[config.mk]
export PLATFORM = sky130hd
export DESIGN_NAME = mem_stage
export DESIGN_NICKNAME = d
export VERILOG_FILES = /design/src/rtl/mem_stage.sv
export SDC_FILE = /design/constraint.sdc
export NUM_CORES = 1
export LEC_CHECK = 0
export ABC_AREA = 1
export BUFFER_PORTS_ARGS = -buffer_cell sky130_fd_sc_hd__buf_2
export CAP_MARGIN = 20
export CELL_PAD_IN_SITES_DETAIL_PLACEMENT = 0
export CELL_PAD_IN_SITES_GLOBAL_PLACEMENT = 1
export CORE_ASPECT_RATIO = 2
export CORE_MARGIN = 2
export CORE_UTILIZATION = 34
export DETAILED_ROUTE_END_ITERATION = 7
export GPL_TIMING_DRIVEN = 0
export PLACE_DENSITY_LB_ADDON = 0.12
export SLEW_MARGIN = 15
export SYNTH_ARGS = -nofsm -noshare
export SYNTH_HDL_FRONTEND = slang
export SYNTH_SLANG_ARGS = --single-unit
[constraint.sdc]
create_clock -name i_clk -period 2.42 [get_ports i_clk]
set_input_delay 0.121 -clock i_clk [delete_from_list [all_inputs] [get_ports i_clk]]
set_output_delay 0.121 -clock i_clk [all_outputs]
set_load 0.02 [all_outputs]
[src/rtl/mem_stage.sv]
// mem_stage: memory-access pipeline stage sitting after the execute ALU.
//
// Accepts one op at a time from execute (valid/ready), performs at most one
// load or store on a 64-bit data-memory port, then presents a single-cycle
// writeback result.
//
// Ports:
//   i_clk, i_rst_n        clock (rising edge), async active-low reset
//   i_valid / o_ready     op handshake from execute; o_ready only in IDLE
//   i_mem_op              0=NONE, 1=LOAD, 2=STORE, 3=reserved (acts as NONE)
//   i_size                0=byte, 1=half, 2=word, 3=double
//   i_unsigned            load zero-extend (1) or sign-extend (0)
//   i_alu_res             ALU result / effective address
//   i_store_data          right-aligned store value
//   i_rd                  destination register
//   o_dmem_*              request, write flag, dword address, byte enables, data
//   i_dmem_gnt            request accepted
//   i_dmem_rvalid/rdata   read response (full 8-byte word)
//   o_wb_*                writeback pulse, write enable, rd and data
//   o_exc_misaligned/addr misaligned-access report, valid with o_wb_valid
module mem_stage #(
   parameter int WIDTH      = 64,
   parameter int ADDR_WIDTH = 64
) (
   input  logic                  i_clk,
   input  logic                  i_rst_n,
   input  logic                  i_valid,
   output logic                  o_ready,
   input  logic [1:0]            i_mem_op,
   input  logic [1:0]            i_size,
   input  logic                  i_unsigned,
   input  logic [WIDTH-1:0]      i_alu_res,
   input  logic [WIDTH-1:0]      i_store_data,
   input  logic [4:0]            i_rd,
   output logic                  o_dmem_req,
   output logic                  o_dmem_we,
   output logic [ADDR_WIDTH-1:0] o_dmem_addr,
   output logic [7:0]            o_dmem_be,
   output logic [WIDTH-1:0]      o_dmem_wdata,
   input  logic                  i_dmem_gnt,
   input  logic                  i_dmem_rvalid,
   input  logic [WIDTH-1:0]      i_dmem_rdata,
   output logic                  o_wb_valid,
   output logic                  o_wb_we,
   output logic [4:0]            o_wb_rd,
   output logic [WIDTH-1:0]      o_wb_data,
   output logic                  o_exc_misaligned,
   output logic [ADDR_WIDTH-1:0] o_exc_addr
);

   typedef enum logic [1:0] {IDLE, REQ, WAIT, RESP} state_t;

   localparam logic [1:0] OP_LOAD  = 2'd1;
   localparam logic [1:0] OP_STORE = 2'd2;

   state_t                  state;
   state_t                  state_next;
   logic                    capture_load;

   logic                    is_store_r;
   logic [1:0]              size_r;
   logic                    unsigned_r;
   logic [ADDR_WIDTH-1:0]   addr_r;
   logic [WIDTH-1:0]        store_data_r;
   logic [4:0]              rd_r;
   logic                    fault_r;
   logic                    wb_we_r;
   logic [WIDTH-1:0]        wb_data_r;

   logic                    mem_op_in;
   logic                    misaligned;
   logic                    accept;
   logic [7:0]              base_be;
   logic [WIDTH-1:0]        shifted_rdata;
   logic [WIDTH-1:0]        load_data;

   assign accept    = i_valid && (state == IDLE);
   assign mem_op_in = (i_mem_op == OP_LOAD) || (i_mem_op == OP_STORE);

   // An access must be naturally aligned to its size; bytes can never fault.
   always_comb begin
      misaligned = 1'b0;
      case (i_size)
         2'd1:    misaligned = i_alu_res[0];
         2'd2:    misaligned = |i_alu_res[1:0];
         2'd3:    misaligned = |i_alu_res[2:0];
         default: misaligned = 1'b0;
      endcase
   end

   always_comb begin
      base_be = 8'h01;
      case (size_r)
         2'd1:    base_be = 8'h03;
         2'd2:    base_be = 8'h0F;
         2'd3:    base_be = 8'hFF;
         default: base_be = 8'h01;
      endcase
   end

   // Bring the addressed bytes down to lane 0, then extend to full width.
   // A double fills the whole word so the unsigned flag has no effect there.
   always_comb begin
      shifted_rdata = i_dmem_rdata >> {addr_r[2:0], 3'b000};
      load_data     = shifted_rdata;
      case (size_r)
         2'd0: load_data = unsigned_r ? {{(WIDTH-8){1'b0}}, shifted_rdata[7:0]}
                                      : {{(WIDTH-8){shifted_rdata[7]}}, shifted_rdata[7:0]};
         2'd1: load_data = unsigned_r ? {{(WIDTH-16){1'b0}}, shifted_rdata[15:0]}
                                      : {{(WIDTH-16){shifted_rdata[15]}}, shifted_rdata[15:0]};
         2'd2: load_data = unsigned_r ? {{(WIDTH-32){1'b0}}, shifted_rdata[31:0]}
                                      : {{(WIDTH-32){shifted_rdata[31]}}, shifted_rdata[31:0]};
         default: load_data = shifted_rdata;
      endcase
   end

   always_ff @(posedge i_clk or negedge i_rst_n) begin
      if (!i_rst_n) begin
         state <= IDLE;
      end else begin
         state <= state_next;
      end
   end

   // Read data is captured on the cycle rvalid is seen in WAIT, or in REQ
   // when the grant and the response arrive together.
   always_comb begin
      state_next   = state;
      capture_load = 1'b0;
      case (state)
         IDLE: begin
            if (i_valid) begin
               if (mem_op_in && !misaligned) state_next = REQ;
               else                          state_next = RESP;
            end
         end
         REQ: begin
            if (i_dmem_gnt) begin
               if (is_store_r) begin
                  state_next = RESP;
               end else if (i_dmem_rvalid) begin
                  state_next   = RESP;
                  capture_load = 1'b1;
               end else begin
                  state_next = WAIT;
               end
            end
         end
         WAIT: begin
            if (i_dmem_rvalid) begin
               state_next   = RESP;
               capture_load = 1'b1;
            end
         end
         RESP:    state_next = IDLE;
         default: state_next = IDLE;
      endcase
   end

   // Op fields are frozen at accept so execute may change its outputs freely.
   // wb_data_r is only written for pass-through and loads; stores and faults
   // leave the previous result in place.
   always_ff @(posedge i_clk or negedge i_rst_n) begin
      if (!i_rst_n) begin
         is_store_r   <= 1'b0;
         size_r       <= 2'd0;
         unsigned_r   <= 1'b0;
         addr_r       <= '0;
         store_data_r <= '0;
         rd_r         <= 5'd0;
         fault_r      <= 1'b0;
         wb_we_r      <= 1'b0;
         wb_data_r    <= '0;
      end else begin
         if (accept) begin
            is_store_r   <= (i_mem_op == OP_STORE);
            size_r       <= i_size;
            unsigned_r   <= i_unsigned;
            addr_r       <= i_alu_res[ADDR_WIDTH-1:0];
            store_data_r <= i_store_data;
            rd_r         <= i_rd;
            fault_r      <= mem_op_in && misaligned;
            wb_we_r      <= (i_mem_op != OP_STORE) && !(mem_op_in && misaligned);
            if (!mem_op_in) begin
               wb_data_r <= i_alu_res;
            end
         end
         if (capture_load) begin
            wb_data_r <= load_data;
         end
      end
   end

   assign o_ready          = (state == IDLE);
   assign o_dmem_req       = (state == REQ);
   assign o_dmem_we        = o_dmem_req && is_store_r;
   assign o_dmem_addr      = o_dmem_req ? {addr_r[ADDR_WIDTH-1:3], 3'b000} : '0;
   assign o_dmem_be        = o_dmem_req ? (base_be << addr_r[2:0]) : 8'h00;
   assign o_dmem_wdata     = o_dmem_req ? (store_data_r << {addr_r[2:0], 3'b000}) : '0;
   assign o_wb_valid       = (state == RESP);
   assign o_wb_we          = o_wb_valid && wb_we_r;
   assign o_wb_rd          = rd_r;
   assign o_wb_data        = wb_data_r;
   assign o_exc_misaligned = o_wb_valid && fault_r;
   assign o_exc_addr       = o_exc_misaligned ? addr_r : '0;

endmodule
==> results of run 1 <==
==> registers in the layout (all words and copies together) (netlist names) <==
name and count:
o_wb_data 64, fault_r 1, o_wb_rd 5, state 2, wb_we_r 1, store_data_r 64, is_store_r 1, size_r 2
addr_r 64, unsigned_r 1
==> cell usage in the layout (no fill, tap or decap), drive strengths merged, types with 2 or more instances in the layout <==
master       count
inv            252
clkbuf          90
nor2           168
a22oi            8
clkinvlp         4
o22ai            9
buf            593
clkinv           3
dfrtp          205
nand2          823
nand4           32
mux2i           17
o21ai          192
a21oi          120
dlygate4sd3    138
ha               5
conb             3
diode           10
nor3             2
o31ai            7
nand3          133
==> logic make-up (layout without fill, tap and decap cells) <==
family / after synthesis / in the layout / share of synthesized area [%]
mux: 17 / 17 / 1.26
flops: 205 / 205 / 38.1
other cells: 1 / 13 / 0.0278
buf+inv: 402 / 1081 / 12.4
simple gates: 1158 / 1159 / 34.6
compound gates: 339 / 339 / 13.2
fa+ha+maj: 5 / 5 / 0.464
==> power groups by stage <==
| stage | sequential (mW) | clock, mW | combinational (mW) |
|---|---|---|---|
| after global routing | 6.64 | 3.58 | 19.7 |
| after global placement | 6.31 | 0 | 15.7 |
| after CTS | 6.42 | 3.45 | 18.0 |
| final | 6.48 | 3.40 | 18.5 |
| after floorplan | 6.59 | 0 | 8.84 |
| after detailed placement | 6.35 | 0 | 15.7 |
==> cells in the mapped netlist, drive strengths merged <==
master and instances:
nand2 823, inv 252, dfrtp 205, o21ai 192, nor2 168, nand3 132, a21oi 120, buf 93
clkbuf 57, nand4 32, mux2i 17, o22ai 9, a22oi 8, o31ai 7, ha 5, nor3 2
a21o 1, a22o 1, conb 1, o211ai 1, or2 1
==> stage by stage <==
stage	hold WS, ns	cell area, µm²
CTS	0.0421	19800
global placement	0.317	16500
floorplan	-0.175	13500
detailed placement	0.0653	16600
finish	0.0528	20100
global route	0.0699	20000
==> layout make-up <==
cell class / instances / area (µm²)
Inverter: 252 / 958
Antenna cell: 10 / 25.0
Clock buffer: 30 / 619
Multi-Input combinational cell: 1523 / 7320
Clock inverter: 8 / 80.1
Fill cell: 4059 / 19200
Tap cell: 525 / 657
Sequential cell: 205 / 5130
Timing Repair Buffer: 646 / 4190
Buffer: 145 / 1080
==> final timing paths <==
path,start,endpoint,slack (ns),cells past startpoint
hold reg to reg,o_wb_data[39],o_wb_data[39],0.48,2
setup reg to reg,addr_r[0],o_wb_data[19],-0.04,9
setup / recovery,addr_r[0],o_dmem_wdata[38],-0.04,8
max in group asynchronous,i_rst_n,addr_r[10],1.53,3
min in group asynchronous,i_rst_n,o_wb_rd[3],0.09,2
hold / removal,i_mem_op[0],wb_we_r,0.05,4
==> layer usage <==
layer  wire (µm)  GRT usage, %  vias to the layer above
met3        3160          4.29                      223
met4        7530          29.3                        2
met2       39400          65.9                      638
met1       23900          32.6                     7692
li1            -             -                     7986
met5          11             0                        -
==> critical path: cells and delay by family (launching register included) <==
kind | cells | cell delay [ns]
AO/OA/AOI/OAI | 1 | 0.09
buffers and inverters | 4 | 0.66
flip-flops | 1 | 0.53
AND/OR/NAND/NOR | 2 | 0.17
multiplexers | 1 | 0.34
==> repair_timing <==
action | CTS | global route
endpoints found under the setup margin | 380 | 210
resized for setup | 283 | 72
hold buffers | 138 | 0
buffers inserted | 21 | 6
hold endpoints to repair | 341 | 0
pin swaps | 10 | 7
gates cloned | 1 | 1
==> impl_metrics.env, run 1 <==
export IMPL_total_power_mw=28.3
export IMPL_synth_warnings=0
export IMPL_ys_seq_area_share_pct=38.1
export IMPL_drive_gt1_share_pct=27.3
export IMPL_gp_congestion=0.993
export IMPL_drtAntennaViolNets=0
export IMPL_switchingPower_mw=15.4
export IMPL_final_util_pct=51.0
export IMPL_critical_path_required_ns=2.30
export IMPL_area_growth_pct=48.8
export IMPL_die_h_um=286
export IMPL_grt_setup_unrepaired="yes"
export IMPL_final_cells=3344
export IMPL_dp_hpwl_um=60300
export IMPL_criticalPathCategory="flip-flop to output pin"
export IMPL_via_per_inst=4.95
export IMPL_start_kind="flip-flop"
export IMPL_cts_buffers=21
export IMPL_tightest_slew_ns=0.950
export IMPL_synth_seq_cells=205
export IMPL_cts_tree="yes"
export IMPL_grt_pass1_wl_um=105000
export IMPL_vias=16500
export IMPL_tns_ns=-0.202
export IMPL_yosysTopAreaCell="dfrtp_1"
export IMPL_synth_area_leaders="dfrtp_1, nand2_1, inv_1"
export IMPL_synth_avg_cell_area_um2=6.34
export IMPL_hold_viol_final=0
export IMPL_drc=0
export IMPL_place_ws_ns=-0.948
export IMPL_placed_cells=3134
export IMPL_grt_max_degree=81
export IMPL_power_density_nw_per_um2=1410
export IMPL_end_kind="output pin"
export IMPL_report_final_slew_viol_count=0
export IMPL_track_usage_pct=35.1
export IMPL_fmaxAchievable_mhz=406
export IMPL_post_route_period_util_pct=102
export IMPL_io_pins=482
export IMPL_p_int_mw=13.0
export IMPL_ys_types=35
export IMPL_crit_arrival_ns=2.34
export IMPL_grt_ovfl_total=0
export IMPL_drt_wl_total_um=74000
export IMPL_period_needed_ns=2.46
export IMPL_p_leak_nw=11.3
export IMPL_pwr_share_comb_pct=65.2
export IMPL_relSlewSlack_pct=36.0
export IMPL_clockRootBuffer="clkbuf_16"
export IMPL_die_width_um=145
export IMPL_initialDrtViolationCount=805
export IMPL_cts_sinks=205
export IMPL_p_clk_share_pct=12.0
export IMPL_cap_violations=0
export IMPL_num_rows=103
export IMPL_path_common_cell="buf_12"
export IMPL_die_area_um2=41300
export IMPL_final_setup_viol_count=8
export IMPL_wl_per_cell_um=22.1
export IMPL_first_pass_iters=5
export IMPL_final_nets=3006
export IMPL_fin_skew_ns=0.0144
export IMPL_ir_drop_mv=0.767
export IMPL_critical_path_max_fanout=8
export IMPL_slowest_stage="dfrtp_2"
export IMPL_failed_checks="negative setup slack"
export IMPL_hp_class="primary input to flip-flop"
export IMPL_p_sw_share_pct=54.3
export IMPL_port_buffers=478
export IMPL_synthCells=2127
export IMPL_antenna_found_initial=10
export IMPL_path_clk_slew_ns=0.07
export IMPL_grt_pass1_vias=17000
export IMPL_clockBufferDepth=3
export IMPL_p_seq_share_pct=22.9
export IMPL_worst_slack_ns=-0.0417
export IMPL_syn_cell_area_um2=13500
export IMPL_cp_cell_sequence="buf_12 -> buf_12 -> buf_12 -> mux2i_4 -> nand2_1 -> nand2_1 -> o22ai_2 -> buf_6"
export IMPL_start_util_pct=34.3
export IMPL_core_um2=39300
export IMPL_htreeDepth=1
export IMPL_slowest_delay_ns=0.53
export IMPL_clk_latency_ns=0.53
export IMPL_yosys_area_top_type_share_pct=38.1
export IMPL_outcome="finished with violations"
Power figures use the tool's default switching activity.
==> inputs of run 2 (changes only) <==
BUFFER_PORTS_ARGS = -buffer_cell sky130_fd_sc_hd__buf_4   (was -buffer_cell sky130_fd_sc_hd__buf_2)
==> impl_metrics.env, run 2 (synthesis results as in run 1) <==
export IMPL_p_sw_share_pct=53.2
export IMPL_via_per_inst=5.02
export IMPL_grt_pass1_vias=17000
export IMPL_final_nets=3007
export IMPL_critical_path_required_ns=2.30
export IMPL_outcome="finished with violations"
export IMPL_p_int_mw=13.7
export IMPL_port_buffers=478
export IMPL_antenna_found_initial=0
export IMPL_fin_area_um2=21200
export IMPL_wl_per_cell_um=22.7
export IMPL_whs_ns=0.0263
export IMPL_final_cells=3336
export IMPL_area_growth_pct=57.3
export IMPL_failed_checks="negative setup slack"
export IMPL_gp_congestion=0.998
export IMPL_grt_max_degree=106
export IMPL_path_clk_slew_ns=0.07
export IMPL_start_util_pct=34.3
export IMPL_fmaxAchievable_mhz=402
export IMPL_dp_hpwl_um=60200
export IMPL_initialDrtViolationCount=1032
export IMPL_critical_path_max_fanout=9
export IMPL_fin_skew_ns=0.0153
export IMPL_dpl_cell_area_um2=17800
export IMPL_htreeDepth=1
export IMPL_place_ws_ns=-0.911
export IMPL_start_kind="flip-flop"
export IMPL_cap_violations=0
export IMPL_p_clk_share_pct=11.5
export IMPL_switchingPower_mw=15.6
export IMPL_report_final_slew_viol_count=0
export IMPL_power_density_nw_per_um2=1380
export IMPL_worst_slack_ns=-0.0654
export IMPL_ir_drop_mv=0.822
export IMPL_io_pins=482
export IMPL_post_route_period_util_pct=103
export IMPL_hold_viol_final=0
export IMPL_die_area_um2=41300
export IMPL_track_usage_pct=35.5
export IMPL_final_common_cell="nand2_1"
export IMPL_cts_sinks=205
export IMPL_grt_setup_unrepaired="yes"
export IMPL_relSlewSlack_pct=45.3
export IMPL_criticalPathCategory="flip-flop to output pin"
export IMPL_drc=0
export IMPL_vias=16700
export IMPL_period_needed_ns=2.49
export IMPL_drt_wl_total_um=75600
export IMPL_p_seq_share_pct=22.2
export IMPL_cts_buffers=21
export IMPL_final_setup_viol_count=20
export IMPL_tns_ns=-0.565
export IMPL_pwr_share_comb_pct=66.2
export IMPL_p_leak_nw=11.5
export IMPL_crit_arrival_ns=2.36
export IMPL_total_power_mw=29.3
export IMPL_hp_class="primary input to asynchronous set/reset pin"
export IMPL_clockRootBuffer="clkbuf_16"
export IMPL_end_kind="output pin"
export IMPL_cts_tree="yes"
export IMPL_core_um2=39300
export IMPL_grt_ovfl_total=0
export IMPL_grt_pass1_wl_um=106000
export IMPL_final_util_pct=53.9
export IMPL_die_h_um=286
export IMPL_die_width_um=145
export IMPL_clockBufferDepth=3
export IMPL_drtAntennaViolNets=0
export IMPL_drive_gt1_share_pct=27.2
export IMPL_layout_common_cells="nand2_1, buf_4, inv_1"
export IMPL_num_rows=103
export IMPL_tightest_slew_ns=0.814
export IMPL_nFillCells=4014
export IMPL_placed_cells=3134
export IMPL_first_pass_iters=7
export IMPL_reg2reg_setup_slack_ns=0.01
export IMPL_clk_latency_ns=0.54
run 2: changes by cell type in the layout (fill, tap and decap cells not counted), sizes merged:
cell,change
clkbuf,-8
clkinv,+2
nand2,+1
diode,-9
bufinv,+1
buf,+5
run 2: final timing paths:
check                                   end     startpoint  cells after the start
setup / recovery           o_dmem_wdata[36]      addr_r[0]                      9
hold / removal                   o_wb_rd[3]        i_rst_n                      2
setup reg to reg              o_wb_data[24]      addr_r[0]                     10
hold reg to reg               o_wb_data[52]  o_wb_data[52]                      2
max in group asynchronous  store_data_r[45]        i_rst_n                      3
min in group i_clk                 state[0]  i_dmem_rvalid                      4
run 2: timing repair:
action | in CTS | in global routing
hold buffers | 138 | 0
buffers inserted | 20 | 5
pin swaps | 11 | 7
gates resized for setup | 247 | 89
endpoints found under the hold margin | 392 | 0
cloned | 1 | 4
setup endpoints to repair | 381 | 171
run 2: area by class of cell:
class,instances,area (µm²),share of cell area [%]
repair buffers,646,5390,25.4
flip-flops and latches,205,5130,24.2
clock inverters,11,118,0.555
plain buffers,145,1050,4.95
inverters,252,963,4.54
clock buffers,27,558,2.63
well taps,525,657,3.10
multi-input cells,1524,7320,34.6
diodes,1,2.50,0.0118
run 2: power by group through the flow:
stage | Combinational, mW | Sequential (mW) | Clock [mW]
after CTS | 18.6 | 6.42 | 3.44
after floorplan | 8.84 | 6.59 | 0
after global routing | 20.6 | 6.67 | 3.56
after global placement | 16.5 | 6.32 | 0
after detailed placement | 16.6 | 6.37 | 0
final | 19.4 | 6.52 | 3.38
run 2: metal layers:
metal	up-vias	part of all wire [%]	global-route usage, %
met4	0	9.1	24.7
met3	221	5.2	4.29
li1	7968	-	-
met1	7840	31	32.9
met5	-	0	0
met2	702	55	69.0
run 2: critical path: stages (launching register included):
cell and delay, ns:
dfrtp_4 0.58, buf_12 0.19, buf_12 0.15, buf_12 0.15
buf_12 0.13, mux2i_4 0.18, nand2_1 0.10, nand2_2 0.06
o22ai_2 0.13, buf_6 0.15
==> inputs of run 3 (changes only) <==
REMOVE_ABC_BUFFERS = 1   (was not set)
==> impl_metrics.env, run 3 (synthesis results as in run 1) <==
export IMPL_outcome="finished, final reports clean"
export IMPL_die_width_um=145
export IMPL_path_clk_slew_ns=0.07
export IMPL_first_pass_iters=7
export IMPL_tightest_slew_ns=0.609
export IMPL_slowest_stage="dfrtp_4"
export IMPL_cp_cell_sequence="buf_16 -> inv_16 -> nor2_4 -> buf_4 -> a22oi_2 -> o21ai_0 -> buf_4"
export IMPL_fmaxAchievable_mhz=426
export IMPL_vias=15800
export IMPL_num_rows=103
export IMPL_dp_hpwl_um=38600
export IMPL_period_needed_ns=2.35
export IMPL_drtAntennaViolNets=0
export IMPL_ir_drop_mv=0.668
export IMPL_critical_path_required_ns=2.30
export IMPL_end_kind="output pin"
export IMPL_slowest_delay_ns=0.50
export IMPL_hold_viol_final=0
export IMPL_grt_pass1_vias=15300
export IMPL_grt_max_degree=91
export IMPL_drive_gt1_share_pct=23.7
export IMPL_via_per_inst=4.89
export IMPL_cap_violations=0
export IMPL_worst_slack_ns=0.0712
export IMPL_gp_congestion=0.836
export IMPL_final_nets=2904
export IMPL_start_util_pct=34.3
export IMPL_grt_setup_unrepaired="yes"
export IMPL_die_area_um2=41300
export IMPL_layout_common_cells="nand2_1, buf_4, inv_1"
export IMPL_antenna_found_initial=2
export IMPL_total_power_mw=26.6
export IMPL_critical_path_max_fanout=34
export IMPL_criticalPathCategory="flip-flop to output pin"
export IMPL_crit_arrival_ns=2.23
export IMPL_final_util_pct=52.3
export IMPL_start_kind="flip-flop"
export IMPL_track_usage_pct=27.0
export IMPL_reg2reg_setup_slack_ns=0.15
export IMPL_hp_class="primary input to flip-flop"
export IMPL_relSlewSlack_pct=59.3
export IMPL_report_final_slew_viol_count=0
export IMPL_die_h_um=286
export IMPL_tns_ns=0
export IMPL_post_route_period_util_pct=97.1
export IMPL_nFillCells=4011
export IMPL_clockBufferDepth=3
export IMPL_place_ws_ns=-1.32
export IMPL_core_um2=39300
export IMPL_fin_skew_ns=0.0167
export IMPL_p_leak_nw=11.2
export IMPL_multi_input_area_um2=6970
export IMPL_cts_tree="yes"
export IMPL_clk_latency_ns=0.53
export IMPL_port_buffers=478
export IMPL_io_pins=482
export IMPL_path_common_cell="buf_4"
export IMPL_final_common_cell="nand2_1"
export IMPL_power_density_nw_per_um2=1300
export IMPL_seqCellArea_um2=5140
export IMPL_htreeDepth=1
export IMPL_initialDrtViolationCount=819
export IMPL_grt_pass1_wl_um=86400
export IMPL_area_growth_pct=52.5
export IMPL_drc=0
export IMPL_cts_sinks=205
export IMPL_final_setup_viol_count=0
export IMPL_wl_per_cell_um=18.1
export IMPL_cts_buffers=22
export IMPL_clockRootBuffer="clkbuf_16"
export IMPL_grt_ovfl_total=0
export IMPL_drt_wl_total_um=58600
==> run 3: cell types whose count changed in the layout (fill, tap and decap cells not counted), moves of 8 or more <==
cell      change
o21ai_2      -16
o21ai_1      -14
clkbuf_1     -32
buf_2        -40
clkbuf_2     -15
nand2_2       -8
buf_6        -19
mux2i_1      +16
o21ai_4      -12
o21ai_0      +42
mux2i_4      -11
buf_16        +9
==> run 3: critical path: cells and delay by family, from the launching register on <==
kind	cells	cell delay, ns
buffers and inverters	4	0.69
flip-flops	1	0.50
AO/OA/AOI/OAI	2	0.41
AND/OR/NAND/NOR	1	0.08
==> run 3: final timing paths <==
| path | from | endpoint | cells after the start |
|---|---|---|---|
| max | addr_r[1] | o_dmem_wdata[53] | 7 |
| min | i_valid | store_data_r[56] | 4 |
| max reg2reg | state[1] | o_wb_data[6] | 12 |
| min reg2reg | o_wb_data[34] | o_wb_data[34] | 2 |
| max in group asynchronous | i_rst_n | o_wb_data[28] | 3 |
| min in group asynchronous | i_rst_n | store_data_r[58] | 2 |
==> run 3: layer usage <==
| metal | vias to the layer above | part of all wire (%) | GRT usage, % |
|---|---|---|---|
| met2 | 590 | 54 | 51.2 |
| met4 | 0 | 3.1 | 8.69 |
| li1 | 7775 | - | - |
| met1 | 7369 | 37 | 29.9 |
| met5 | - | 0 | 0 |
| met3 | 85 | 6.7 | 4.54 |
==> run 3: what timing repair did <==
| item | CTS | global route |
|---|---|---|
| endpoints found under the hold margin | 405 | 0 |
| gates resized for setup | 43 | 18 |
| endpoints found under the setup margin | 177 | 100 |
| cloned | 12 | 3 |
| setup buffers | 27 | 13 |
| pin swaps | 8 | 3 |
| hold buffers | 138 | 0 |
==> run 3: final cells by class <==
cell class                 instances  area share (%)
inverter                         252            4.94
clock buffer                      30            3.12
multi-input combinational       1527            33.9
timing repair inverter             6           0.213
tap                              525            3.20
antenna                            3          0.0365
clock inverter                    10           0.883
timing repair buffer             678            28.7
sequential                       205            25.0
==> run 3: metrics by stage <==
step / hold WS (ns) / instances / instance area [µm²]
floorplan: -0.175 / 1979 / 12800
global placement: 0.317 / 2982 / 17000
detailed placement: -0.0000702 / 3000 / 17500
CTS: 0.0156 / 3217 / 20300
global route: 0.0345 / 3235 / 20500
finish: 0.0336 / 3236 / 20500
==> run 3: power by group <==
part	switching, mW	leakage (nW)	total [mW]	internal (mW)
Combinational	10.5	8.26	16.5	6.01
Sequential	1.14	2.54	6.22	5.08
Clock	1.52	0.402	3.91	2.39
Total	13.2	11.2	26.6	13.5
